==> src/rtl/mmio_console.sv <==
// mmio_console
// Memory-mapped debug console. It sits on a memory_io port and exposes a
// 16-byte register window at BASE:
//   +0x0 SCRATCH  read/write 32-bit word, byte-enabled writes
//   +0x4 STATUS   read-only {halt, overflow, empty, full, count}
//   +0x8 TXDATA   write-only, pushes data[7:0] into the TX FIFO
//   +0xC HALT     write-only, sets the sticky halt flag
// Every valid request gets exactly one response one cycle later, so the
// port never stalls. Characters leave through a valid/ready stream.
//
// Ports
//   clk        single clock, rising edge
//   reset      synchronous, active-high
//   req        memory_io request (valid, addr, do_read, do_write, data, user_tag)
//   rsp        memory_io response (valid, addr, data, user_tag)
//   out_valid  a character is available at out_data
//   out_ready  sink accepts the character this cycle
//   out_data   character at the FIFO head (0 when the FIFO is empty)
//   halt       sticky program-halt flag, cleared only by reset

package memory_io_pkg;

    typedef struct packed {
        logic        valid;
        logic [31:0] addr;
        logic [3:0]  do_read;
        logic [3:0]  do_write;
        logic [31:0] data;
        logic [7:0]  user_tag;
    } memory_io_req;

    typedef struct packed {
        logic        valid;
        logic [31:0] addr;
        logic [31:0] data;
        logic [7:0]  user_tag;
    } memory_io_rsp;

endpackage

module mmio_console
    import memory_io_pkg::*;
#(
    parameter logic [31:0] BASE  = 32'h0002_FFF0,
    parameter int          DEPTH = 8
) (
    input  logic         clk,
    input  logic         reset,
    input  memory_io_req req,
    output memory_io_rsp rsp,
    output logic         out_valid,
    input  logic         out_ready,
    output logic [7:0]   out_data,
    output logic         halt
);

    localparam int AW = $clog2(DEPTH);
    localparam int CW = AW + 1;
    localparam logic [CW-1:0] FULL_COUNT = CW'(DEPTH);

    localparam logic [1:0] OFF_SCRATCH = 2'd0;
    localparam logic [1:0] OFF_STATUS  = 2'd1;
    localparam logic [1:0] OFF_TXDATA  = 2'd2;
    localparam logic [1:0] OFF_HALT    = 2'd3;

    logic [7:0]    fifo_mem [DEPTH];
    logic [AW-1:0] wr_ptr;
    logic [AW-1:0] rd_ptr;
    logic [CW-1:0] count;
    logic          overflow;
    logic [31:0]   scratch;

    logic          in_window;
    logic [1:0]    offset;
    logic          is_write;
    logic          is_read;
    logic          full;
    logic          empty;
    logic          pop;
    logic          tx_write;
    logic          push;
    logic          drop;
    logic [31:0]   status;
    logic [31:0]   read_data;

    // Request decode. Writes win over reads when both enables are set.
    // Bits [1:0] of the address do not select anything: the window is
    // decoded on word granularity only.
    always_comb begin
        in_window = (req.addr[31:4] == BASE[31:4]);
        offset    = req.addr[3:2];
        is_write  = req.valid && (req.do_write != 4'b0000);
        is_read   = req.valid && (req.do_write == 4'b0000) && (req.do_read != 4'b0000);
    end

    // FIFO control. A push into a full FIFO is still taken when the head
    // leaves in the same cycle; the slot being written is the one being
    // vacated, so the new byte lands at the tail. Without a pop it is
    // dropped and remembered in the sticky overflow bit. A push into an
    // empty FIFO only shows up on out_data the following cycle.
    always_comb begin
        full     = (count == FULL_COUNT);
        empty    = (count == '0);
        pop      = !empty && out_ready;
        tx_write = is_write && in_window && (offset == OFF_TXDATA) && req.do_write[0];
        push     = tx_write && (!full || pop);
        drop     = tx_write && full && !pop;
    end

    // Read mux, built from the current (pre-update) state so a read never
    // sees a write or pop that happens in the same cycle.
    always_comb begin
        status           = '0;
        status[CW-1:0]   = count;
        status[8]        = full;
        status[9]        = empty;
        status[10]       = overflow;
        status[11]       = halt;
        read_data        = '0;
        if (in_window) begin
            case (offset)
                OFF_SCRATCH: read_data = scratch;
                OFF_STATUS:  read_data = status;
                default:     read_data = '0;
            endcase
        end
    end

    // FIFO storage has no reset; entries are only ever read while count
    // says they are live.
    always_ff @(posedge clk) begin
        if (!reset && push) begin
            fifo_mem[wr_ptr] <= req.data[7:0];
        end
    end

    // FIFO pointers and occupancy. Pointers wrap naturally at DEPTH.
    always_ff @(posedge clk) begin
        if (reset) begin
            wr_ptr   <= '0;
            rd_ptr   <= '0;
            count    <= '0;
            overflow <= 1'b0;
        end else begin
            if (push) begin
                wr_ptr <= wr_ptr + 1'b1;
            end
            if (pop) begin
                rd_ptr <= rd_ptr + 1'b1;
            end
            case ({push, pop})
                2'b10:   count <= count + 1'b1;
                2'b01:   count <= count - 1'b1;
                default: count <= count;
            endcase
            if (drop) begin
                overflow <= 1'b1;
            end
        end
    end

    // SCRATCH word and the sticky halt flag.
    always_ff @(posedge clk) begin
        if (reset) begin
            scratch <= '0;
            halt    <= 1'b0;
        end else if (is_write && in_window) begin
            if (offset == OFF_SCRATCH) begin
                for (int i = 0; i < 4; i++) begin
                    if (req.do_write[i]) begin
                        scratch[8*i +: 8] <= req.data[8*i +: 8];
                    end
                end
            end
            if (offset == OFF_HALT) begin
                halt <= 1'b1;
            end
        end
    end

    // Response register: one response per valid request, one cycle later.
    // Writes and unmapped reads answer with zero data.
    always_ff @(posedge clk) begin
        if (reset) begin
            rsp <= '0;
        end else begin
            rsp.valid    <= req.valid;
            rsp.addr     <= req.addr;
            rsp.user_tag <= req.user_tag;
            rsp.data     <= is_read ? read_data : 32'h0;
        end
    end

    assign out_valid = !empty;
    assign out_data  = empty ? 8'h00 : fifo_mem[rd_ptr];

endmodule

==> config.mk <==
export PLATFORM = sky130hd
export DESIGN_NAME = mmio_console
export DESIGN_NICKNAME = d
export VERILOG_FILES = /design/src/rtl/mmio_console.sv
export SDC_FILE = /design/constraint.sdc
export NUM_CORES = 1
export LEC_CHECK = 0
export CORE_MARGIN = 2
export CORE_UTILIZATION = 50
export DETAILED_ROUTE_END_ITERATION = 8
export HOLD_SLACK_MARGIN = 0.05
export PLACE_DENSITY = 0.83
export SLEW_MARGIN = 10
export SYNTH_ARGS = -nofsm -noshare
export SYNTH_HDL_FRONTEND = slang
export SYNTH_SLANG_ARGS = --single-unit
==> constraint.sdc <==
create_clock -name clk -period 5.2 [get_ports clk]
set_clock_uncertainty 0.15 [all_clocks]
set_input_delay 0.78 -clock clk [delete_from_list [all_inputs] [get_ports clk]]
set_output_delay 0.78 -clock clk [all_outputs]
set_load 0.005 [all_outputs]
# [Word-level counts from Yosys, hierarchy flattened]
# Memories as Yosys holds them, arrays and structs flattened. A register that Yosys moved wholly into a read port is not among the register bits.
# Index checks and enable logic that the tools add are counted.
[word_totals] mem_count=1 reg_bits=117 ram_bits=64 word_cells=62
[op_classes] reduce_logical=28 n_addsub=4 n_mux=7 eq_ne=7 n_bitwise=2
[mem_list] name="fifo_mem" depth=8 width=8 rd=1 rd_ports_with_merged_regs=1 write_ports=1 line_no="66" text="logic [7:0] fifo_mem [DEPTH];"
[ops] op="32-bit case mux with 2 select lines" count=1
[ops] op="28-bit by 14-bit equality test with 1-bit output, second input constant" count=1
[ops] op="3-bit AND reduction" count=4
[ops] op="1-bit logical AND" count=11
[ops] op="4-bit logical NOT" count=2
[ops] op="8-bit two-way mux" count=1
[ops] op="4-bit case mux with 2 select lines" count=1
[ops] op="4-bit nonzero test" count=2
[ops] op="3-bit by 1-bit adder with 3-bit output, second input constant" count=2
[ops] op="2-bit equality test, second input constant" count=3
[ops] op="3-bit two-way mux" count=2
[ops] op="4-bit by 1-bit adder with 4-bit output, second input constant" count=1
[ops] op="2-bit by 1-bit equality test with 1-bit output, second input constant" count=2
[ops] op="4-bit equality test, second input constant" count=1
[ops] op="1-bit logical NOT" count=4
[ops] op="4-bit by 1-bit subtractor with 4-bit output, second input constant" count=1
[ops] op="3-bit OR reduction" count=1
[ops] op="2-bit logical NOT" count=1
[ops] op="1-bit two-way mux" count=2
[ops] op="1-bit NOT" count=2
[ops] op="2-bit AND reduction" count=1
[ops] op="2-bit nonzero test" count=1
[ops] op="1-bit logical OR" count=1

# [Logic depth before layout (Yosys ltp)]
# Gate-level depths: netlist of the first run.
[depth] word_depth=9 depth_mapped=11

# [Least setup slack after synthesis of the first run]
# No wires, ideal clock.
[synth_path] path_type="input-to-reg" from="input req[64] (netlist bit)" to="memory fifo_mem[4][0], enable pin" path_buffers=1 arrival_ps=2741 path_slack_ps=1914 path_stages=7 required_time_ps=4655 cell_sequence="nand4b_1 > nor4_1 > and3b_1 > buf_2 > and2_1 > nand2_1 > nor4_1"
[synth_between] elab_chain_cells=8
[synth_lines] item="from (decl)" line_no="49" text="input memory_io_req req,"
[synth_lines] item="28-bit by 14-bit equality test with 1-bit output" line_no="90" text="in_window = (req.addr[31:4] == BASE[31:4]);"
[synth_lines] item="1-bit logical AND (3 in a row)" line_no="105" text="tx_write = is_write && in_window && (offset == OFF_TXDATA) && req.do_write[0];"
[synth_lines] item="1-bit logical AND" line_no="106" text="push = tx_write && (!full || pop);"
[synth_lines] item="1-bit logical AND" line_no="132" text="if (!reset && push) begin"
[synth_lines] item="1-bit two-way mux" line_no="132"
[synth_lines] item="1-bit two-way mux (implied by the code)" line_no="133" text="fifo_mem[wr_ptr] <= req.data[7:0];"
[synth_lines] item="to (decl)" line_no="66"
# Every way passes these cells.

# [Worst setup path in the final report of the first run]
[layout_path] from="input req[64] (netlist bit)" to="register count[3]"
[layout_between] elab_chain_cells=7 word_cells_on_any_way=9
[layout_lines] item="28-bit by 14-bit equality test with 1-bit output *" line_no="90"
[layout_lines] item="1-bit logical AND * (3 in a row)" line_no="105"
[layout_lines] item="1-bit logical AND *" line_no="106"
[layout_lines] item="2-bit by 1-bit equality test with 1-bit output / 2-bit equality test (equally long branches)" line_no="151" text="case ({push, pop})"
[layout_lines] item="4-bit case mux with 2 select lines / 2-bit nonzero test (equally long branches)"
[layout_lines] item="to (signal assigned)" line_no="152" text="2'b10: count <= count + 1'b1;"
[layout_lines] item="to (signal assigned)" line_no="153" text="2'b01: count <= count - 1'b1;"
[layout_lines] item="to (signal assigned)" line_no="154" text="default: count <= count;"
[layout_lines] item="to (decl)" line_no="69" text="logic [CW-1:0] count;"
# Every way passes the cells marked *; elsewhere a longest branch is shown, timed or not.
# A chain may end at the register's enable or synchronous reset.

==> impl_metrics.csv, run 1 <==
group,metric,value,unit
synth,ys_seq_area_frac,0.665,
clock_tree,post_cts.repair.setup_buffers,0,
clock_tree,cts_tree,"done",
placement,numPortBuffers,166,
timing,tns,0,ps
drt,drt_iter0_drc,286,
clock_tree,clock_sinks,184,
layout,area_growth,36.5,%
setup_path,start_kind,"primary input",
timing,slew_viol_final,0,
layout,fill_cells,884,
drt,via_per_inst,5.19,
die,fp.dieW,118,um
setup_path,crit_chain,"clkdlybuf4s50_1 > nand4b_1 > nor4_1 > and3b_1 > nor2_1 > ha_1 > a21o_1 > a21oi_1 > nor4b_4 > a21oi_2 > mux2_4",
synth,yosysTopAreaCell,"dfxtp_1",
placement,pre_cts_ws,1010,ps
synth,synth_commonest_cells,"120 x dfxtp_1, 64 x edfxtp_1, 50 x nand2_1",
timing,whs,304,ps
clock_tree,postCtsHoldBufs,0,
drt,dr.pass1.iters,4,
global_route,grt_max_degree,68,
clock_tree,cts_buffers,17,
clock_tree,cts_resized,0,
layout,n_antenna_cell,0,
timing,fmax,262,MHz
clock_tree,clockRootBuffer,"clkbuf_16",
setup_path,critPathBufInv,1,
global_route,antenna_found_initial,0,
die,ios,167,
layout,nets,773,
drt,num_vias,4509,
placement,hpwl,11000,um
timing,rsz0062_at_grt,"false",
power,ir_worst_vdd,314,uV
setup_path,path_max_fanout,7,
drt,antenna_left,0,
die,design.core.area,12700,um^2
layout,post-route-util,0.701,
synth,avgSynthCellArea,12.5,um^2
drt,finalWirelength,15400,um
layout,final_cells,869,
synth,async_flop_share,0,
placement,gp_congestion,0.922,
setup_path,slowest_delay,650,ps
layout,drive_gt1_frac,0.0918,
timing,worstMarginPinSlew,1060,ps
synth,synth_area_leaders,"dfxtp_1 37%, edfxtp_1 30%, mux4_2 5.5%",
synth,synthesis.area,6500,um^2
die,core.rowCount,41,
power,power_density,359,nW/um^2
drt,wl_per_cell,17.7,um
synth,ys_warn_count,0,
clock_tree,clkTransAtPathRegs,60,ps
die,initial_core_util,0.513,
synth,yosysTopAreaCellShare,0.369,
synth,ys_ff_latch,184,
die,die_area,13900,um^2
flow_run,maxCapViolCount,0,
synth,syn_nets,608,
setup_path,critPathKind,"in2reg",
hold_path,hold_path_class,"reg2reg",
timing,setup_viol,0,
synth,synth-edff-count,64,
synth,synthCells,519,
global_route,grt_pass1_wl,23800,um
setup_path,cp_top_family,"simple AND/OR/NAND/NOR gates",
global_route,grt_pass1_vias,4652,
setup_path,reg2reg_slack,2070,ps
synth,ys.flop_type,"dfxtp_1",
clock_tree,cts-htree-levels,4,
synth,synth_cell_type_count,41,
die,chipHeight,118,um
setup_path,worstPathArrival,3980,ps
placement,placed_cells,837,
timing,period_minus_slack,3820,ps
setup_path,cp_slowest_cell,"nor4_1",
global_route,grt_usage,0.225,
timing,hold_viol_final,0,
outcome,outcome,"complete, no violations",
drt,drc,0,
setup_path,required,5360,ps
timing,maxSlewHeadroom,0.290,
timing,layout_setup_ws,1380,ps
synth,synth.most_common_cell,"dfxtp_1",
global_route,grt_overflow,0,
timing,period_share,0.735,
setup_path,cp-end-kind,"flip-flop",
power,cellLeakagePower,3.06,nW
clock_tree,clk_latency,420,ps
clock_tree,clockBufferDepth,2,
[where the power goes]
group	internal (W)	switching, W	leakage, nW
Sequential	0.00152	0.0000504	1.55
Combinational	0.000257	0.000171	1.24
Clock	0.000669	0.000521	0.270
[placed cells by master (no fill, tap or decap), types with 16 or more instances in the layout]
master and n:
mux4_2 16, mux2i_1 16, dfxtp_1 120, clkdlybuf4s50_1 165, a21oi_1 37, nor2b_1 42
and2_1 25, edfxtp_1 64, nand2_1 50, clkbuf_16 17, nand3_1 34, nor2_1 35
[routing by layer]
metal	share of wire	track usage	wire (um)
met1	0.40	0.256	6120
met2	0.51	0.389	7890
met3	0.073	0.0775	1120
met4	0.018	0.0858	272
met5	0	0	0
[metrics by stage]
step	cell area [um^2]	power (W)
2_1_floorplan	6500	0.00181
3_3_place_gp	8330	0.00201
3_5_place_dp	8330	0.00203
4_1_cts	8880	0.00321
5_1_grt	8880	0.00329
6_report	8880	0.00318
[final cells by class]
type                    count  area (um^2)  area share
repair buffers            175         1720       0.194
clock inverters            12         98.8      0.0111
inverters                   4         15.0     0.00169
flip-flops and latches    184         4320       0.487
multi-input cells         302         2050       0.231
clock buffers              20          447      0.0503
well taps                 172          215      0.0242
[state kept, by name, summed over array words and instances (netlist names), named ones only]
register / flops
scratch: 32
count: 4
overflow: 1
wr_ptr: 3
fifo_mem: 64
halt: 1
rd_ptr: 3
rsp: 73
[path summary, 6_finish.rpt]
| check | startpoint | end | cells after the start |
|---|---|---|---|
| setup / recovery | req[64] | count[3]$_SDFFE_PP0P_ | 11 |
| hold / removal | scratch[7]$_SDFFE_PP0P_ | scratch[7]$_SDFFE_PP0P_ | 2 |
| hold reg to reg | scratch[7]$_SDFFE_PP0P_ | scratch[7]$_SDFFE_PP0P_ | 2 |
| setup reg to reg | count[3]$_SDFFE_PP0P_ | count[3]$_SDFFE_PP0P_ | 10 |
[kinds of logic (layout without fill, tap and decap cells)]
kind of cell,Yosys count,in the layout,share of synthesized area
muxes,34,34,0.0845
DFF,184,184,0.665
adders and majority gates,5,5,0.0108
AOI/OAI and AO/OA,41,41,0.0331
xor gates and xnor gates,6,6,0.00808
and+or+nand+nor,216,216,0.177
buffers and inverters,33,211,0.0215
[worst reg2reg max path, cell delays in order (launching register included)]
cell,delay [ps]
dfxtp_1,400
nor4_4,740
inv_2,90
nand2_1,200
nor2_1,130
ha_1,290
a21o_1,180
a21oi_1,320
nor4b_4,80
a21oi_2,130
mux2_4,310
(Power assumes the default switching activity.)
==> run 2, diff against run 1 <==
--- a/config.mk
+++ b/config.mk
@@ -6,10 +6,10 @@
 export NUM_CORES = 1
 export LEC_CHECK = 0
 export CORE_MARGIN = 2
-export CORE_UTILIZATION = 50
+export CORE_UTILIZATION = 48
 export DETAILED_ROUTE_END_ITERATION = 8
 export HOLD_SLACK_MARGIN = 0.05
-export PLACE_DENSITY = 0.83
+export PLACE_DENSITY = 0.81
 export SLEW_MARGIN = 10
 export SYNTH_ARGS = -nofsm -noshare
 export SYNTH_HDL_FRONTEND = slang
==> constraint.sdc (replaced) <==
create_clock -name clk -period 3.9 [get_ports clk]
set_clock_uncertainty 0.15 [all_clocks]
set_input_delay 0.585 -clock clk [delete_from_list [all_inputs] [get_ports clk]]
set_output_delay 0.585 -clock clk [all_outputs]
set_load 0.005 [all_outputs]
==> run 2 against run 1 <==
Cell area increased by 2.3%; global-route usage up 0.27 points; count of clock-buffer cells in the layout decreased by 1; worst hold slack got worse by 2.9 ps; die area rose by 4.0%; core utilization decreased by 1.5 points; total power increased by 43%; worst setup slack worse by 620 ps; largest power group unchanged.
==> impl_metrics.csv, run 2 (synthesis gave the netlist of run 1 again) <==
group,metric,value,unit
outcome,outcome,"complete, no violations",
timing,period_share,0.805,
die,die_area,14500,um^2
clock_tree,cts_buffers,17,
timing,tns,0,ps
layout,postLayoutCellArea,9080,um^2
timing,slew_viol_final,0,
drt,drt_iter0_drc,311,
setup_path,crit_chain,"clkdlybuf4s50_1 > nand4_1 > nor4_1 > buf_4 > and3b_1 > nor2_1 > ha_1 > a21o_1 > a21oi_1 > nor4b_4 > a21oi_2 > mux2_4",
flow_run,maxCapViolCount,0,
layout,post-route-util,0.686,
setup_path,r2r-start,"count[3]$_SDFFE_PP0P_",
layout,drive_gt1_frac,0.113,
drt,finalWirelength,15900,um
clock_tree,clk_latency,430,ps
placement,hpwl,11100,um
setup_path,slowest_delay,510,ps
setup_path,reg2reg_slack,1230,ps
die,fp.dieW,120,um
drt,wl_per_cell,18.0,um
layout,final_cells,885,
clock_tree,postCtsHoldBufs,0,
hold_path,hold_path_class,"reg2reg",
timing,period_minus_slack,3140,ps
layout,layout_common_cells,"165 x clkdlybuf4s50_1, 120 x dfxtp_1, 64 x edfxtp_1, 50 x nand2_1, 42 x nor2b_1",
layout,largest_reg_flops,73,
setup_path,crit_end,"count[3]$_SDFFE_PP0P_",
die,design.core.area,13200,um^2
timing,hold_viol_final,0,
placement,placed_cell_area,8430,um^2
setup_path,crit_cells,12,
layout,final_common_cell,"clkdlybuf4s50_1",
placement,numPortBuffers,166,
clock_tree,clkTransAtPathRegs,70,ps
drt,num_vias,4570,
clock_tree,cts-htree-levels,4,
global_route,grt_usage,0.227,
die,chipHeight,120,um
layout,reg.largest.list,"rsp x73, fifo_mem x64, scratch x32",
drt,antenna_left,0,
clock_tree,post_cts.repair.setup_buffers,0,
setup_path,rr_worst_depth,10,
setup_path,required,4060,ps
setup_path,reg2reg_to,"count[3]$_SDFFE_PP0P_",
timing,setup_viol,0,
drt,dr.pass1.iters,4,
clock_tree,cts_tree,"done",
power,p_total,0.00454,W
global_route,antenna_found_initial,0,
die,core.rowCount,42,
drt,drc,0,
setup_path,critPathKind,"in2reg",
timing,rsz0062_at_grt,"false",
drt,via_per_inst,5.16,
global_route,grt_pass1_vias,4718,
die,initial_core_util,0.491,
layout,nets,785,
clock_tree,cts_resized,0,
timing,fmax,319,MHz
setup_path,worstPathArrival,3300,ps
clock_tree,clock_sinks,184,
power,cellLeakagePower,3.18,nW
global_route,grt_overflow,0,
setup_path,cp_slowest_cell,"clkdlybuf4s50_1",
placement,gp_congestion,0.793,
clock_tree,clockBufferDepth,2,
layout,n_antenna_cell,0,
global_route,grt_max_degree,64,
global_route,grt_pass1_wl,24500,um
placement,placed_cells,853,
setup_path,cp_top_family,"simple AND/OR/NAND/NOR gates",
setup_path,path_max_fanout,4,
setup_path,start_kind,"primary input",
hold_path,holdPathStages,2,
power,power_density,500,nW/um^2
timing,maxSlewHeadroom,0.489,
setup_path,critPathBufInv,2,
layout,area_growth,39.6,%
setup_path,critPathLaunch,"req[52]",
die,ios,167,
timing,worstMarginPinSlew,766,ps
setup_path,cp-end-kind,"flip-flop",
layout,regMostFlops,"rsp",
clock_tree,clockRootBuffer,"clkbuf_16",
power,ir_worst_vdd,301,uV
==> run 2: power breakdown <==
part           switching, W  internal, W  total, W
sequential        0.0000343      0.00202   0.00206
combinational      0.000264     0.000358  0.000621
clock              0.000731      0.00114   0.00187
==> run 2: worst reg2reg max path: stages (launching register included) <==
cell and delay [ps]:
dfxtp_1 400, nor4_4 340, inv_2 70, nand2_1 170, nor2_1 130, ha_1 290, a21o_1 190, a21oi_1 310
nor4b_4 80, a21oi_2 130, mux2_4 300
==> run 2: worst min-delay path by stage <==
| stage | start | endpoint | slack (ps) |
|---|---|---|---|
| 4_1_cts | scratch[19]$_SDFFE_PP0P_ | scratch[19]$_SDFFE_PP0P_ | 300 |
| 2_1_floorplan | scratch[4]$_SDFFE_PP0P_ | rsp[12]$_SDFF_PP0_ | 280 |
| 3_5_place_dp | scratch[15]$_SDFFE_PP0P_ | rsp[23]$_SDFF_PP0_ | 290 |
| 3_3_place_gp | scratch[28]$_SDFFE_PP0P_ | rsp[36]$_SDFF_PP0_ | 280 |
| 6_report | scratch[19]$_SDFFE_PP0P_ | scratch[19]$_SDFFE_PP0P_ | 300 |
| 5_1_grt | scratch[19]$_SDFFE_PP0P_ | scratch[19]$_SDFFE_PP0P_ | 320 |
==> run 2: layout make-up <==
| type | instances | area, um^2 |
|---|---|---|
| Tap cell | 176 | 220 |
| Clock inverter | 13 | 188 |
| Fill cell | 974 | 4160 |
| Multi-Input combinational cell | 302 | 2050 |
| Inverter | 4 | 15.0 |
| Timing Repair Buffer | 187 | 1810 |
| Clock buffer | 19 | 464 |
| Sequential cell | 184 | 4320 |
==> run 2: routing by layer <==
metal,up-vias,routed length (um),track usage
met5,-,0,0
met4,0,265,0.0799
met3,18,1320,0.0910
met2,181,8390,0.400
met1,2211,5930,0.248
li1,2160,-,-
==> run 2: metrics by stage <==
step / setup slack (ps) / hold WS, ps
2_1_floorplan: 809 / 280
3_3_place_gp: 347 / 284
3_5_place_dp: 296 / 289
4_1_cts: 746 / 301
5_1_grt: 625 / 320
6_report: 761 / 301
==> run 3, diff against run 2 <==
--- a/config.mk
+++ b/config.mk
@@ -6,10 +6,10 @@
 export NUM_CORES = 1
 export LEC_CHECK = 0
 export CORE_MARGIN = 2
-export CORE_UTILIZATION = 48
+export CORE_UTILIZATION = 44
 export DETAILED_ROUTE_END_ITERATION = 8
 export HOLD_SLACK_MARGIN = 0.05
-export PLACE_DENSITY = 0.81
+export PLACE_DENSITY = 0.78
 export SLEW_MARGIN = 10
 export SYNTH_ARGS = -nofsm -noshare
 export SYNTH_HDL_FRONTEND = slang
==> constraint.sdc (replaced) <==
create_clock -name clk -period 2.6 [get_ports clk]
set_clock_uncertainty 0.15 [all_clocks]
set_input_delay 0.39 -clock clk [delete_from_list [all_inputs] [get_ports clk]]
set_output_delay 0.39 -clock clk [all_outputs]
set_load 0.005 [all_outputs]
==> run 3 against run 2 <==
Global-route usage fell by 2.9 points; critical path depth fell by 6; worst setup slack got worse by 710 ps; die area rose by 8.8%; highest routed layer unchanged; count of clock-buffer cells in the layout rose by 7; flip-flop and latch count did not move; non-clock buffer count rose by 33; total power rose by 51%.
==> impl_metrics.csv, run 3 (synthesis gave the netlist of run 1 again) <==
group,metric,value,unit
outcome,outcome,"complete, no violations",
global_route,grt_pass1_wl,24200,um
power,switching_share,0.222,
global_route,grt_pass1_vias,4800,
layout,regMostFlops,"rsp",
global_route,grt_busiest_layer,"met2",
global_route,grt_overflow,0,
die,initial_core_util,0.449,
drt,finalWirelength,16000,um
die,chipHeight,126,um
layout,final_common_cell,"clkdlybuf4s50_1",
drt,wl_per_cell,17.3,um
layout,multi_input_comb_area,2160,um^2
setup_path,critPathBufInv,3,
drt,antenna_left,0,
clock_tree,clockRootBuffer,"clkbuf_16",
power,pwr-share-seq,0.452,
flow_run,maxCapViolCount,0,
placement,gp_congestion,0.796,
power,power_density,718,nW/um^2
power,cellLeakagePower,3.53,nW
die,ios,167,
setup_path,required,2060,ps
power,comb_power_share,0.164,
layout,postLayoutCellArea,9540,um^2
clock_tree,clock_sinks,184,
drt,via_per_inst,5.15,
layout,fill_cells,1028,
setup_path,critPathKind,"reg2out",
timing,worstMarginPinSlew,626,ps
timing,tns,0,ps
global_route,grt_usage,0.199,
drt,drc,0,
placement,placed_cell_area,8620,um^2
die,fp.dieW,126,um
placement,hpwl,10800,um
timing,fmax,392,MHz
die,die_area,15800,um^2
layout,drive_gt1_frac,0.173,
setup_path,cp_slowest_cell,"mux4_2",
drt,dr.pass1.iters,5,
power,p_int,0.00533,W
layout,nets,818,
timing,period_minus_slack,2550,ps
layout,final-seq-area,4330,um^2
setup_path,cp-end-kind,"output port",
timing,period_share,0.981,
power,p_switching,0.00152,W
power,p_clk_frac,0.384,
timing,setup_viol,0,
drt,drt_iter0_drc,273,
power,ir_worst_vdd,462,uV
clock_tree,clk_latency,420,ps
timing,slew_viol_final,0,
hold_path,hold_path_class,"in2reg",
timing,hold_viol_final,0,
drt,num_vias,4769,
global_route,use_met2,0.338,
global_route,grt_max_degree,41,
setup_path,crit_chain,"buf_12 > buf_6 > mux4_2 > mux2i_2 > nor2_1 > clkdlybuf4s15_1",
placement,numPortBuffers,166,
setup_path,worstPathArrival,2010,ps
clock_tree,cts-htree-levels,4,
timing,maxSlewHeadroom,0.582,
layout,layout_common_cells,"138 x clkdlybuf4s50_1, 119 x dfxtp_1, 64 x edfxtp_1, 46 x nand2_1, 43 x buf_4",
layout,largest_reg_flops,73,
layout,n_antenna_cell,0,
clock_tree,clkTransAtPathRegs,60,ps
setup_path,path_max_fanout,5,
clock_tree,cts_buffers,17,
layout,area_growth,46.7,%
clock_tree,clockBufferDepth,2,
die,design.core.area,14500,um^2
timing,layout_setup_ws,50.6,ps
setup_path,start_kind,"flip-flop",
layout,reg.largest.list,"rsp x73, fifo_mem x64, scratch x32",
placement,pre_cts_ws,-566,ps
die,core.rowCount,44,
setup_path,slowest_delay,500,ps
global_route,gr-usage-met3,0.0864,
setup_path,cp_top_family,"multiplexers",
global_route,antenna_found_initial,0,
global_route,use_met1,0.216,
clock_tree,cts_tree,"done",
timing,rsz0062_at_grt,"true",
## run 3: power by group through the flow
stage	clock network [W]	registers [W]	logic [W]
floorplan	0	0.00313	0.000498
global placement	0	0.00314	0.000981
detailed placement	0	0.00315	0.000998
CTS	0.00266	0.00310	0.00105
global route	0.00278	0.00310	0.00121
finish	0.00263	0.00310	0.00112
## run 3: layout make-up
type / instances / area share
multi-input cells: 302 / 0.226
inverters: 4 / 0.00157
well taps: 184 / 0.0241
clock buffers: 26 / 0.0560
clock inverters: 6 / 0.00905
flip-flops and latches: 184 / 0.454
repair buffers: 220 / 0.229
## run 3: metrics by stage
stage / power [W] / hold WS, ps / cells / utilization
2_1_floorplan: 0.00363 / 280 / 519 / -
3_3_place_gp: 0.00412 / 288 / 877 / 0.596
3_5_place_dp: 0.00414 / 293 / 877 / 0.596
4_1_cts: 0.00681 / 177 / 918 / 0.646
5_1_grt: 0.00709 / 95.1 / 926 / 0.659
6_report: 0.00685 / 80.0 / 926 / 0.659
## run 3: per-layer routing
layer,vias to the layer above,part of all wire
met4,0,0.026
met3,35,0.098
met2,219,0.50
met5,-,0
met1,2286,0.37
li1,2229,-
## run 3: path summary, 6_finish.rpt
| path | start | to | slack [ps] | cells past startpoint |
|---|---|---|---|---|
| max reg2reg | count[3]$_SDFFE_PP0P_ | count[3]$_SDFFE_PP0P_ | 250 | 10 |
| max | flip-flop | out_data[7] | 50 | 6 |
| min reg2reg | scratch[28]$_SDFFE_PP0P_ | rsp[36]$_SDFF_PP0_ | 300 | 1 |
| min | req[65] | rsp[57]$_SDFF_PP0_ | 80 | 2 |
## run 3: worst register-to-register path: stages (launching register included)
cell	delay, ps
dfxtp_1	400
nor4_4	330
inv_2	80
nand2_1	150
nor2_4	70
ha_4	260
a21o_1	140
a21oi_4	70
buf_4	130
a21oi_2	140
mux2_4	310
## run 3: repair_timing
item | 4_1_cts | 5_1_grt
resized for setup | 25 | 38
pin swaps | 11 | 18
hold buffers | 0 | 0
cloned | 1 | 2
setup endpoints to repair | 9 | 38
buffers inserted | 8 | 6
endpoints found under the hold margin | 0 | 0
==> RTL edit 1 (settings of run 1) <==
Set the parameter `DEPTH` to 16 (it was 8).
--- a/src/rtl/mmio_console.sv
+++ b/src/rtl/mmio_console.sv
@@ -43,5 +43,5 @@
 #(
     parameter logic [31:0] BASE  = 32'h0002_FFF0,
-    parameter int          DEPTH = 8
+    parameter int          DEPTH = 16
 ) (
     input  logic         clk,
Check against the original RTL: no difference found for any inputs over 4 cycles, from zero or initial values and one cycle with reset high; that may be too few to reach the edited logic, so the function may still have changed.
==> RTL edit 1 against run 1 <==
First-iteration DRC count up 56%; synthesized area up 45%; highest routed layer unchanged; utilization down 5.2 points; power up 47%; hold slack worse by 0.011 ns; design area up 36%; maximum frequency down 9.6%; setup slack worse by 0.40 ns; sequential cell count up 68; largest cell class unchanged; routed wire length up 43%.
==> RTL edit 1: results (changes against run 1) <==
The flow ran to the end, and the final reports show no timing, DRC or antenna violations. Maximum single-stage delay on the critical path: 0.68 ns (was 0.65 ns). The number of distinct standard cells referenced by the synthesized netlist was 51 (was 41). The total leakage power is 4.03 nW (was 3.06 nW). The tools report the via count of the first global-routing pass as 5922 (was 4652). The maximum level of the CTS H-tree is 1 (was 4).

The overall fraction of global-route tracks in use came out at 21.7% (was 22.5%). The minimum setup slack among reg-to-reg paths is 1.86 ns (was 2.07 ns), and the clock network power share is 37.9% (was 37.4%). The net count of the mapped netlist came out at 746 (was 608).

The maximum number of pins on one net before global-route repair came out at 53 (was 68). Top flop regs: fifo_mem: 128 flops, rsp: 73 flops, scratch: 32 flops (was rsp: 73 flops, fifo_mem: 64 flops, scratch: 32 flops). For the number of filler cells placed in the layout, the log shows 1342 (was 884). The share of final-layout standard cells stronger than drive strength 1 was 11.5% (was 9.18%); the xor and xnor area share after synthesis was 0.371% (was 0.808%). The post-synthesis compound-gate area fraction is 5.14% (was 3.31%), and the detail-routed via count per cell is 5.64 (was 5.19).

The multiplexer share of the synthesized area came out at 11.3% (was 8.45%). Clock latency at the later pin of the worst-skew pair: 0.51 ns (was 0.42 ns). The tools report the number of buffers added by the clock tree synthesis step as 26 (was 17). The final weighted congestion in routability-driven placement is 0.886 (was 0.922), and the layout net count is 906 (was 773). The run gives 6 (was 4) as the detailed-router iteration count before antenna repair. The register area share after synthesis came out at 67.0% (was 66.5%). The adder-cell area share of the yosys netlist was 0.928% (was 1.08%).

Switching fraction of total power: 23.5% (was 23.3%). Commonest cells in the netlist: 128 x sky130_fd_sc_hd__edfxtp_1, 124 x sky130_fd_sc_hd__dfxtp_1, 51 x sky130_fd_sc_hd__nor2b_1 (was 120 x sky130_fd_sc_hd__dfxtp_1, 64 x sky130_fd_sc_hd__edfxtp_1, 50 x sky130_fd_sc_hd__nand2_1). The run gives 22000 um (was 15400 um) as the overall routed net length.

The maximum net fanout on the critical path was 17 (was 7). The actual slew at the worst max-slew pin works out to 0.984 ns (was 1.06 ns). The final HPWL from detailed placement is 14800 um (was 11000 um).
## RTL edit 1: worst paths after layout
path / start / end / cells past startpoint
max: flip-flop / out_data[0] / 5
min: scratch[19]$_SDFFE_PP0P_ / rsp[27]$_SDFF_PP0_ / 1
max reg2reg: count[1]$_SDFFE_PP0P_ / count[2]$_SDFFE_PP0P_ / 8
min reg2reg: scratch[19]$_SDFFE_PP0P_ / rsp[27]$_SDFF_PP0_ / 1
## RTL edit 1: through the flow
step	cell area [um^2]	power [mW]	hold WS (ns)	setup slack, ns	std cells
detailed placement	11300	2.95	0.286	1.09	1021
global route	12100	4.86	0.310	0.766	1069
CTS	12100	4.73	0.298	0.885	1069
finish	12100	4.69	0.293	0.976	1069
floorplan	9440	2.64	0.273	1.93	655
global placement	11300	2.93	0.277	1.18	1021
## RTL edit 1: cell type report
class	count	share of cell area, %
Inverter	11	0.341
Clock buffer	32	5.74
Tap cell	234	2.42
Multi-Input combinational cell	352	24.0
Sequential cell	252	52.3
Clock inverter	16	1.12
Timing Repair Buffer	172	14.1
## RTL edit 1: metal layers
metal  share of wire [%]  routed length, um  global-route usage [%]  vias up
met3                 9.2               2030                    5.87       27
met5                   0                  0                       0        -
met4                 1.4                310                    4.53        0
li1                    -                  -                       -     2760
met2                  50              11000                    36.4      281
met1                  39               8660                    28.8     2961
## RTL edit 1: worst register-to-register path, stage by stage (launching register included)
cell and delay, ns:
sky130_fd_sc_hd__dfxtp_1 0.42, sky130_fd_sc_hd__or4_1 0.67, sky130_fd_sc_hd__o21ai_2 0.46, sky130_fd_sc_hd__a31oi_1 0.20
sky130_fd_sc_hd__xor2_1 0.23, sky130_fd_sc_hd__ha_1 0.24, sky130_fd_sc_hd__or3_1 0.36, sky130_fd_sc_hd__mux2i_1 0.15
sky130_fd_sc_hd__mux2_2 0.34
==> RTL edit 2 (settings of run 1) <==
Without the edit above. Make the reset (`reset`) asynchronous in 3 clocked blocks.
--- a/src/rtl/mmio_console.sv
+++ b/src/rtl/mmio_console.sv
@@ -136,5 +136,5 @@
 
     // FIFO pointers and occupancy. Pointers wrap naturally at DEPTH.
-    always_ff @(posedge clk) begin
+    always_ff @(posedge clk or posedge reset) begin
         if (reset) begin
             wr_ptr   <= '0;
@@ -161,5 +161,5 @@
 
     // SCRATCH word and the sticky halt flag.
-    always_ff @(posedge clk) begin
+    always_ff @(posedge clk or posedge reset) begin
         if (reset) begin
             scratch <= '0;
@@ -181,5 +181,5 @@
     // Response register: one response per valid request, one cycle later.
     // Writes and unmapped reads answer with zero data.
-    always_ff @(posedge clk) begin
+    always_ff @(posedge clk or posedge reset) begin
         if (reset) begin
             rsp <= '0;
Function: differs if reset is asserted again (counterexample within 4 cycles, from zero or initial values and one cycle with reset high); with reset held inactive, the same outputs for 4 cycles.
==> RTL edit 2 against run 1 <==
Non-clock buffer count is 5 lower; cell count fell by 14%; first-iteration DRC count decreased by 40%; routed wire length shrank 4.6%; sequential cell count fell by 3; synthesized area is 2.9% higher; critical path depth down 7; critical endpoint is now out_data[6]; global-route usage shrank 0.67 points; setup slack got worse by 0.065 ns; design area grew 2.8%.
Power is not compared: it rests on default switching activity, and its combinational part moved more than twofold at a synthesized area within 25%.
==> RTL edit 2: results (changes against run 1) <==
The run finished with clean final reports. Cell types with the largest area share after synthesis: sky130_fd_sc_hd__dfrtp_1 44%, sky130_fd_sc_hd__edfxtp_1 29%, sky130_fd_sc_hd__mux2_2 5.7% (was sky130_fd_sc_hd__dfxtp_1 37%, sky130_fd_sc_hd__edfxtp_1 30%, sky130_fd_sc_hd__mux4_2 5.5%). The maximum single-stage delay on the critical path was 1.10 ns (was 0.65 ns); the data arrival time at the worst-slack endpoint was 2.96 ns (was 3.98 ns). The number of cells traversed by the worst hold path came out at 1 (was 2). The logs give 0 (unchanged) for the total setup buffers inserted after CTS and 10500 um (was 11000 um) for the final HPWL from detailed placement. The overall fraction of global-route tracks in use is 21.8% (was 22.5%).

The maximum number of pins on one net before global-route repair was 97 (was 68). The number of DRC markers after the initial detailed-route iteration is 171 (was 286), and the depth of the worst register-to-register path is 10 (unchanged). The layout net count was 646 (was 773). The register area share after synthesis was 72.5% (was 66.5%).

The run gives 23.6% (was 29.0%) as the headroom to the max-slew limit. Commonest cells in the netlist: 117 x sky130_fd_sc_hd__dfrtp_1, 64 x sky130_fd_sc_hd__edfxtp_1, 34 x sky130_fd_sc_hd__mux2_2 (was 120 x sky130_fd_sc_hd__dfxtp_1, 64 x sky130_fd_sc_hd__edfxtp_1, 50 x sky130_fd_sc_hd__nand2_1). The maximum net fanout on the critical path came out at 18 (was 7). The worst-path cell with the longest stage delay was sky130_fd_sc_hd__dfrtp_1 (was sky130_fd_sc_hd__nor4_1).

The detailed-router iteration count before antenna repair came out at 4 (unchanged). Routed length per placed instance: 19.7 um (was 17.7 um). The net count of the mapped netlist is 470 (was 608). The tools report the first-pass GRT wire length as 22800 um (was 23800 um). The tools report the via count of the first global-routing pass as 4210 (was 4652).

The prevailing post-synth register cell was sky130_fd_sc_hd__dfrtp_1 (was sky130_fd_sc_hd__dfxtp_1). Share of final-layout standard cells stronger than drive strength 1: 16.3% (was 9.18%). The final weighted congestion in routability-driven placement came out at 0.748 (was 0.922). Number of buffers added by the clock tree synthesis step: 17 (unchanged). The proportion of netlist area held by the largest area contributor works out to 43.7% (was 36.9%).

The number of filler cells placed in the layout came out at 861 (was 884). The detail-routed via count per cell was 5.29 (was 5.19).
RTL edit 2: cell count changes in the layout (fill, tap and decap cells not counted), sizes merged, moves of 10 or more:
cell   change
nand3     -29
a21oi     -36
nor2b     -40
mux2      +34
nor2      -10
dfrtp    +117
dfxtp    -120
nand2     -47
RTL edit 2: power groups by stage:
stage               clock, mW  sequential [mW]  combinational, mW
floorplan                   0             1.53             0.0219
global placement            0             1.53              0.141
detailed placement          0             1.53              0.145
CTS                      1.31             1.50              0.146
global route             1.37             1.50              0.156
finish                   1.29             1.50              0.144
RTL edit 2: layout make-up:
| cell class | count | area share [%] |
|---|---|---|
| sequential | 181 | 53.1 |
| multi-input combinational | 184 | 19.1 |
| timing repair buffer | 170 | 18.6 |
| clock buffer | 26 | 5.59 |
| tap | 176 | 2.41 |
| clock inverter | 6 | 0.987 |
| inverter | 3 | 0.151 |
RTL edit 2: path summary, 6_finish.rpt:
kind                       slack (ns)                    start                endpoint
max reg2reg                      2.30     count[1]$_DFFE_PP0P_    count[2]$_DFFE_PP0P_
max in group asynchronous        3.08                    reset       rsp[67]$_DFF_PP0_
min                              0.32  scratch[14]$_DFFE_PP0P_       rsp[22]$_DFF_PP0_
min in group asynchronous        0.68                    reset  scratch[2]$_DFFE_PP0P_
min reg2reg                      0.32  scratch[14]$_DFFE_PP0P_       rsp[22]$_DFF_PP0_
max                              1.31    rd_ptr[0]$_DFFE_PP0P_             out_data[6]
RTL edit 2: cell families (layout without fill, tap and decap cells):
group           count (synthesis)  after routing  share of synthesized area [%]
compound gates                  7              7                          0.636
simple gates                   97             97                           9.76
xor+xnor                        9              9                           1.18
buf+inv                        16            205                           1.46
mux                            66             66                           13.6
flops                         181            181                           72.5
fa+ha+maj                       5              5                          0.935
RTL edit 2: per-layer routing:
metal	track usage (%)	share of wire, %	wire, um	vias to the layer above
met5	0	0	0	-
met4	9.12	2.4	358	0
met3	9.55	9.5	1400	25
met2	36.8	52	7640	150
met1	24.1	36	5290	2020
li1	-	-	-	1753
RTL edit 2: through the flow:
step	hold WS (ns)	instances	util [%]	total power [mW]	setup WS, ns
3_5_place_dp	0.317	714	64.9	1.67	1.22
3_3_place_gp	0.307	714	64.9	1.67	1.33
2_1_floorplan	0.293	381	-	1.55	0.663
5_1_grt	0.343	746	69.5	3.02	1.12
4_1_cts	0.331	746	69.4	2.95	1.27
6_report	0.324	746	69.5	2.93	1.31
RTL edit 2: critical path: cells and delay by family (launching register included):
family | cells | cell delay [ns]
buffers and inverters | 1 | 0.47
flip-flops | 1 | 1.10
multiplexers | 2 | 0.89
AND/OR/NAND/NOR | 1 | 0.07
